`src/rtl/tl_burst_arbiter.sv`:
```
// N-to-1 TileLink channel arbiter that keeps a multi-beat message together:
// the winning master holds the grant until its last beat is transferred.
module tl_burst_arbiter #(
    parameter int unsigned  N_MASTER = 2,
    parameter type          DATA_T   = logic [0:0],
    parameter int unsigned  ARB_MODE = 0,
    parameter int unsigned  OUT_REG  = 1,
    localparam int unsigned IDX_W    = (N_MASTER > 1) ? $clog2(N_MASTER) : 1
) (
    input  logic                      clk_i,
    input  logic                      rst_i,
    input  DATA_T [N_MASTER-1:0]      inp_data_i,
    input  logic  [N_MASTER-1:0]      inp_valid_i,
    input  logic  [N_MASTER-1:0]      inp_last_i,
    output logic  [N_MASTER-1:0]      inp_ready_o,
    output DATA_T                     oup_data_o,
    output logic  [IDX_W-1:0]         oup_idx_o,
    output logic                      oup_last_o,
    output logic                      oup_valid_o,
    input  logic                      oup_ready_i
);

    typedef enum logic {IDLE, LOCKED} state_e;

    state_e           state_q, state_d;
    logic [IDX_W-1:0] lock_idx_q, lock_idx_d;
    logic [IDX_W-1:0] rr_ptr_q, rr_ptr_d;
    logic [IDX_W-1:0] arb_idx, sel_idx, rr_next;
    logic             arb_found, sel_live, sel_valid, sel_ready, sel_hs;

    // Winner search: rotate from rr_ptr in round-robin mode, from 0 in priority mode.
    always_comb begin
        int unsigned      cand;
        logic [IDX_W-1:0] cand_idx;
        arb_idx   = '0;
        arb_found = 1'b0;
        cand      = 0;
        cand_idx  = '0;
        for (int unsigned k = 0; k < N_MASTER; k++) begin
            cand     = (ARB_MODE == 0) ? (32'(rr_ptr_q) + k) % N_MASTER : k;
            cand_idx = IDX_W'(cand);
            if (!arb_found && inp_valid_i[cand_idx]) begin
                arb_found = 1'b1;
                arb_idx   = cand_idx;
            end
        end
    end

    assign sel_idx   = (state_q == LOCKED) ? lock_idx_q : arb_idx;
    assign sel_live  = (state_q == LOCKED) || arb_found;
    assign sel_valid = rst_i && ((state_q == LOCKED) ? inp_valid_i[lock_idx_q] : arb_found);
    assign sel_hs    = sel_valid && sel_ready;
    assign rr_next   = IDX_W'((32'(sel_idx) + 32'd1) % N_MASTER);

    always_comb begin
        inp_ready_o = '0;
        for (int unsigned i = 0; i < N_MASTER; i++) begin
            inp_ready_o[i] = rst_i && sel_live && sel_ready && (sel_idx == IDX_W'(i));
        end
    end

    always_ff @(posedge clk_i) begin
        if (!rst_i) begin
            state_q    <= IDLE;
            lock_idx_q <= '0;
            rr_ptr_q   <= '0;
        end else begin
            state_q    <= state_d;
            lock_idx_q <= lock_idx_d;
            rr_ptr_q   <= rr_ptr_d;
        end
    end

    // A pending (unaccepted) beat also locks, so the grant cannot move under it.
    always_comb begin
        state_d    = state_q;
        lock_idx_d = lock_idx_q;
        rr_ptr_d   = rr_ptr_q;
        unique case (state_q)
            IDLE: begin
                if (sel_valid) begin
                    if (sel_hs && inp_last_i[sel_idx]) begin
                        rr_ptr_d = rr_next;
                    end else begin
                        state_d    = LOCKED;
                        lock_idx_d = sel_idx;
                    end
                end
            end
            LOCKED: begin
                if (sel_hs && inp_last_i[sel_idx]) begin
                    state_d  = IDLE;
                    rr_ptr_d = rr_next;
                end
            end
            default: state_d = IDLE;
        endcase
    end

    if (OUT_REG != 0) begin : g_spill
        DATA_T            buf_data_q [2];
        logic [IDX_W-1:0] buf_idx_q  [2];
        logic [1:0]       buf_last_q;
        logic             wr_ptr_q, rd_ptr_q;
        logic [1:0]       cnt_q, cnt_d;
        logic             push, pop;

        // Ready comes from the fill level only, cutting the path from oup_ready_i.
        assign sel_ready = (cnt_q != 2'd2);
        assign push      = sel_hs;
        assign pop       = oup_valid_o && oup_ready_i;
        assign cnt_d     = cnt_q + 2'(push) - 2'(pop);

        always_ff @(posedge clk_i) begin
            if (!rst_i) begin
                for (int e = 0; e < 2; e++) begin
                    buf_data_q[e] <= '0;
                    buf_idx_q[e]  <= '0;
                end
                buf_last_q <= '0;
                wr_ptr_q   <= 1'b0;
                rd_ptr_q   <= 1'b0;
                cnt_q      <= '0;
            end else begin
                if (push) begin
                    buf_data_q[wr_ptr_q] <= inp_data_i[sel_idx];
                    buf_idx_q[wr_ptr_q]  <= sel_idx;
                    buf_last_q[wr_ptr_q] <= inp_last_i[sel_idx];
                    wr_ptr_q             <= ~wr_ptr_q;
                end
                if (pop) begin
                    rd_ptr_q <= ~rd_ptr_q;
                end
                cnt_q <= cnt_d;
            end
        end

        assign oup_valid_o = (cnt_q != 2'd0);
        assign oup_data_o  = buf_data_q[rd_ptr_q];
        assign oup_idx_o   = buf_idx_q[rd_ptr_q];
        assign oup_last_o  = buf_last_q[rd_ptr_q];
    end else begin : g_comb
        assign sel_ready   = oup_ready_i;
        assign oup_valid_o = sel_valid;
        assign oup_data_o  = sel_valid ? inp_data_i[sel_idx] : '0;
        assign oup_idx_o   = sel_valid ? sel_idx : '0;
        assign oup_last_o  = sel_valid && inp_last_i[sel_idx];
    end

endmodule
```
`config.mk`:
```
export PLATFORM = sky130hd
export DESIGN_NAME = tl_burst_arbiter
export DESIGN_NICKNAME = d
export VERILOG_FILES = /design/src/rtl/tl_burst_arbiter.sv
export SDC_FILE = /design/constraint.sdc
export NUM_CORES = 1
export LEC_CHECK = 0
export CORE_MARGIN = 5
export CORE_UTILIZATION = 25
export DETAILED_ROUTE_END_ITERATION = 12
export GPL_TIMING_DRIVEN = 0
export PLACE_DENSITY = 0.55
export SYNTH_ARGS = -nofsm -noshare
export SYNTH_HDL_FRONTEND = slang
export SYNTH_SLANG_ARGS = --single-unit
```
`constraint.sdc`:
```
create_clock -name clk_i -period 1.95 [get_ports clk_i]
set_input_delay 0.195 -clock clk_i [delete_from_list [all_inputs] [get_ports clk_i]]
set_output_delay 0.195 -clock clk_i [all_outputs]
set_load 0.01 [all_outputs]
```
Word-level counts from Yosys, hierarchy flattened

Memories as Yosys holds them, arrays and structs flattened. A register that Yosys moved wholly into a read port is not among the register bits.
Cells that the tools add are included.

Equal/unequal tests: 2
$add $sub $neg: 4
Mux-type cells: 41
Reductions and logical operators: 16
Order comparisons: 7
Bitwise gates (word level): 5

Operator list:

| cell                | number |
|---|---|
| $mux 1              | 37 |
| $lt 1x2->1 const B  | 6 |
| $logic_and 1x1->1   | 10 |
| $not 1->1           | 5 |
| $ne 2x2->1 const B  | 2 |
| $pmux 1 s2          | 2 |
| $reduce_and 3->1    | 1 |
| $add 1x1->1 const B | 2 |
| $add 2x1->2         | 1 |
| $bwmux 2            | 1 |
| $reduce_bool 2->1   | 1 |
| $reduce_or 1->1     | 2 |
| $sub 2x1->2         | 1 |
| $demux 1 s1         | 1 |
| $ge 1x1->1 const B  | 1 |
| $logic_not 1->1     | 1 |
| $logic_or 1x1->1    | 1 |

Flip-flop bits (word level): 9
Logic and storage cells: 84
Output and inout port bits: 6
Bits in writable memories: 4
Memories kept: 2

Memory list:

| name               | words | width | rd ports | clocked after Yosys merged registers in | wr ports | RTL line | RTL |
|---|---|---|---|---|---|---|---|
| g_spill.buf_data_q | 2     | 1     | 1        | 1                                       | 2        | 101      | `DATA_T buf_data_q [2];` |
| g_spill.buf_idx_q  | 2     | 1     | 1        | 1                                       | 2        | 102      | `logic [IDX_W-1:0] buf_idx_q [2];` |

Longest topological paths before layout

Depth in word-level cells: 14
Mapped depth: 8
Gate-level depth less buffers: 8

Worst setup path before layout

No wires, ideal clock.

Path type: register to register
From: register state_q
To: register g_spill.cnt_q[1]
Arrival: 1.702 ns
Clock period less this slack: 1.817 ns
Stages on the path, launching flop included: 9
Path slack: 0.133 ns
Setup time: 0.115 ns
Cells stage by stage: dfxtp_1 or3b_1 o2111ai_2 ha_1 inv_1 ha_1 xnor2_1 xnor2_1 and2_1

Word-level cells in the longest chain between the ends: 5

RTL lines:

| element                  | RTL line | RTL |
|---|---|---|
| start: declaration       | 25       | `state_e state_q, state_d;` |
| start signal: assignment | 68       | `state_q <= state_d;` |
| $mux 1                   | 51       | `assign sel_valid = rst_i && ((state_q == LOCKED) ? inp_valid_i[lock_idx_q] : arb_found);` |
| $logic_and 1x1->1        | 51       |  |
| $logic_and 1x1->1        | 52       | `assign sel_hs = sel_valid && sel_ready;` |
| $add 2x1->2              | 112      | `assign cnt_d = cnt_q + 2'(push) - 2'(pop);` |
| $sub 2x1->2              | 112      |  |
| end signal: assignment   | 134      | `cnt_q <= cnt_d;` |
| end: declaration         | 105      | `logic [1:0] cnt_q, cnt_d;` |

No other way between the ends.
A chain may end at the register's enable or synchronous reset.

Final worst setup path

From: register lock_idx_q
To: register g_spill.cnt_q[1]

Word-level cells in the longest chain between the ends: 7

RTL lines:

| element                                    | RTL line | RTL |
|---|---|---|
| start: declaration                         | 26       | `logic [IDX_W-1:0] lock_idx_q, lock_idx_d;` |
| start signal: assignment                   | 69       | `lock_idx_q <= lock_idx_d;` |
| $mux 1 (not written as such) (2 in series) | 51       |  |
| $mux 1                                     | 51       |  |
| $logic_and 1x1->1                          | 51       |  |
| $logic_and 1x1->1                          | 52       |  |
| $add 2x1->2                                | 112      |  |
| $sub 2x1->2                                | 112      |  |

No other way between the ends. The select of a mux whose other input is x is not followed.

==> results.md <==
- Outcome: finished clean
- Worst Tran Pin Value: 0.436 ns
- Top-count cell post-synth: dfxtp_1
- CP endpoint kind: flop
- WHS Path Cells: 3
- # DRC: 0
- Fin area: 937 sq um
- Worst-path maximum fanout: 5
- Initial antenna violation count: 0
- PortBufs: 13
- Die footprint: 3970 sq um
- Post-route insts no fill: 127
- Final Hold Viols: 0
- Largest net degree at the start of global routing: 11
- Max-Cap Viols: 0
- Fill count: 287
- Routed len/inst: 11.8 um
- Clock root buffer: clkbuf_4
- GRT Total Usage: 8.09%
- Reg area: 285 sq um
- Worst-case clock buffer depth: 2
- Worst setup path class: reg -> reg
- Worst EP required: 2.13 ns
- Synth Instances: 78
- Dpl hpwl: 1100 um
- Synth top cells by count: dfxtp_1 (14), nand2_1 (9), nor2_1 (9)
- Sequential share of the synthesized area: 39.9%
- Setup-failing EPs final: 0
- Syn nets: 89
- CTS buffer count: 3
- Max_slew headroom: 70.1%
- Slew Viols, Final: 0
- Worst hold start: rst_i
- Die Height: 63.0 um
- Worst hold path class: in -> reg
- Peak supply drop: 0.548 mV
- Clk sinks: 14
- DP Area: 872 sq um
- Worst Reg-to-Reg Cells: 8
- Vias/cell: between 4 and 5
- IO Pins: 15
- Ys flop type: dfxtp_1
- Yosys top cell by area: dfxtp_1
- RePlAce Congestion: 0.687
- Initial DRC count: 9
- Final ANT Viol Nets: 0
- Mapped Area: ~700 sq um
- DR vias: about 600
- PD cells: between 1000 and 1500 nW/um^2
- Synth unique cells: 29
- Core area: 2730 sq um
- CTS tree: built
- First-pass detailed-route iteration total: 3
- R2r setup slk: ~0.12 ns
- Number of H-tree levels: 1
- Rows: 19
- First-pass GRT wire length: roughly 2600 um
- EDFF count, synth: 0
- Synth-to-layout area growth: 33.3%
- Worst setup SP type: flop
- Share of cells above drive strength 1: between 10% and 20%
- Final #Nets: 108
- Period utilization: between 90% and 100%
- Post-Route Skew: roughly 0.005 ns
- Cell total after placement: ~120
- Top cell type's share of synthesized area: 39.9%
- P_leak: ~0.39 nW
- GRT overflow: 0
- Mean Syn Cell Area: 9.02 sq um
- Synth Warn #: 0
- Total power: 0.00103 W
- Tmin final: between 1.5 and 2 ns
- Min-Delay Endpoint: g_spill.buf_idx_q[0]$_DFF_P_
- Initial Util: 25.7%
- Synth top area cells: dfxtp_1 (40%), mux2i_1 (5.7%), nand2_1 (4.8%)
- Setup repair after global routing missed its margin: no
- Die X: 63.0 um
- CP arrival: 2.01 ns
- R2R Path End: g_spill.cnt_q[1]$_SDFF_PN0_
- Asr flop ratio synth: 0%
- Flop and latch count out of synthesis: 14
- Clock transition at path regs: around 0.09 ns
- Antenna cells: 0
- WL final: 1500 um
- Latest clock arrival within the worst-skew pair: 0.28 ns
- Fmax: 0.547 GHz
- Reg-to-Reg Start: lock_idx_q$_SDFFE_PN0P_
- Multi-input gate area: 424 sq um
- Number of global-route vias before repair: around 630
power by group:
group	total, W	switching (W)	internal (W)
Combinational	0.000413	0.000180	0.000233
Sequential	0.000402	0.0000467	0.000356
Clock	0.000210	0.0000970	0.000113
Total	0.00103	0.000324	0.000702
how the worst max path moves through the flow:
| stage | startpoint | endpoint | depth (start not counted) |
|---|---|---|---|
| finish | lock_idx_q$_SDFFE_PN0P_ | g_spill.cnt_q[1]$_SDFF_PN0_ | 8 |
| global route | lock_idx_q$_SDFFE_PN0P_ | g_spill.cnt_q[1]$_SDFF_PN0_ | 8 |
| CTS | state_q$_SDFF_PN0_ | g_spill.cnt_q[1]$_SDFF_PN0_ | 8 |
| detailed placement | inp_valid_i[0] | g_spill.cnt_q[1]$_SDFF_PN0_ | 9 |
| global placement | inp_valid_i[0] | g_spill.cnt_q[1]$_SDFF_PN0_ | 9 |
| floorplan | state_q$_SDFF_PN0_ | g_spill.cnt_q[1]$_SDFF_PN0_ | 8 |
per-stage QoR:
stage / hold slack (ns) / setup slack (ns) / util (%) / TNS (ns)
after floorplan: 0.400 / 0.133 / - / 0
after global placement: 0.445 / -0.308 / 31.9 / -0.538
after detailed placement: 0.456 / -0.344 / 31.9 / -0.615
after CTS: 0.309 / 0.0874 / 33.5 / 0
after global routing: 0.340 / 0.00485 / 34.3 / 0
final: 0.311 / 0.123 / 34.3 / 0
cells in the final DEF (no fill, tap or decap), types with 3 or more instances in the layout:
master           synthesis  routed
and2_1                   4       3
clkbuf_4                 0       3
clkdlybuf4s50_1          0      10
dfxtp_1                 14      12
mux2_2                   3       3
mux2i_1                  4       4
nand2_1                  9       9
nand3_1                  4       4
nor2_1                   9       8
o21ai_1                  3       3
area by class of cell:
| cell class | count | share of cell area, % |
|---|---|---|
| Clock buffer | 4 | 3.87 |
| Timing Repair Buffer | 14 | 14.7 |
| Multi-Input combinational cell | 60 | 45.3 |
| Sequential cell | 14 | 30.4 |
| Buffer | 2 | 0.801 |
| Tap cell | 31 | 4.14 |
| Inverter | 2 | 0.801 |
per-layer routing:
layer	GRT usage, %	routed length (um)
met1	10.6	768
met2	12.4	682
met3	1.62	48
met4	3.98	0
met5	0	0
cells by family after synthesis:
logic type	share of synthesized area, %
xor+xnor	3.74
compound gates	14.4
flops	39.9
buf+inv	2.14
simple gates	25.8
mux	10.5
fa+ha+maj	3.56
critical path, stage by stage (launching register included):
cell and delay [ns]:
dfxtp_1 0.36, or3b_1 0.41, o2111ai_2 0.12, ha_1 0.27, inv_1 0.05, ha_1 0.17, xnor2_2 0.12, xnor2_1 0.08
and2_1 0.15
sequential cells by signal, summed over array words and instances (netlist names), named ones only:
register and cells:
lock_idx_q 1, g_spill.buf_data_q 2, rr_ptr_q 1, g_spill.wr_ptr_q 1
state_q 1, g_spill.buf_last_q 2, g_spill.buf_idx_q 2, g_spill.rd_ptr_q 1
g_spill.cnt_q 2
repair_timing:
item	in CTS	in global routing
resized for setup	3	7
hold buffers	0	0
endpoints found under the setup margin	3	1
pin swaps	1	1
buffers inserted	1	0
No activity file was read; power rests on OpenSTA's default activity.
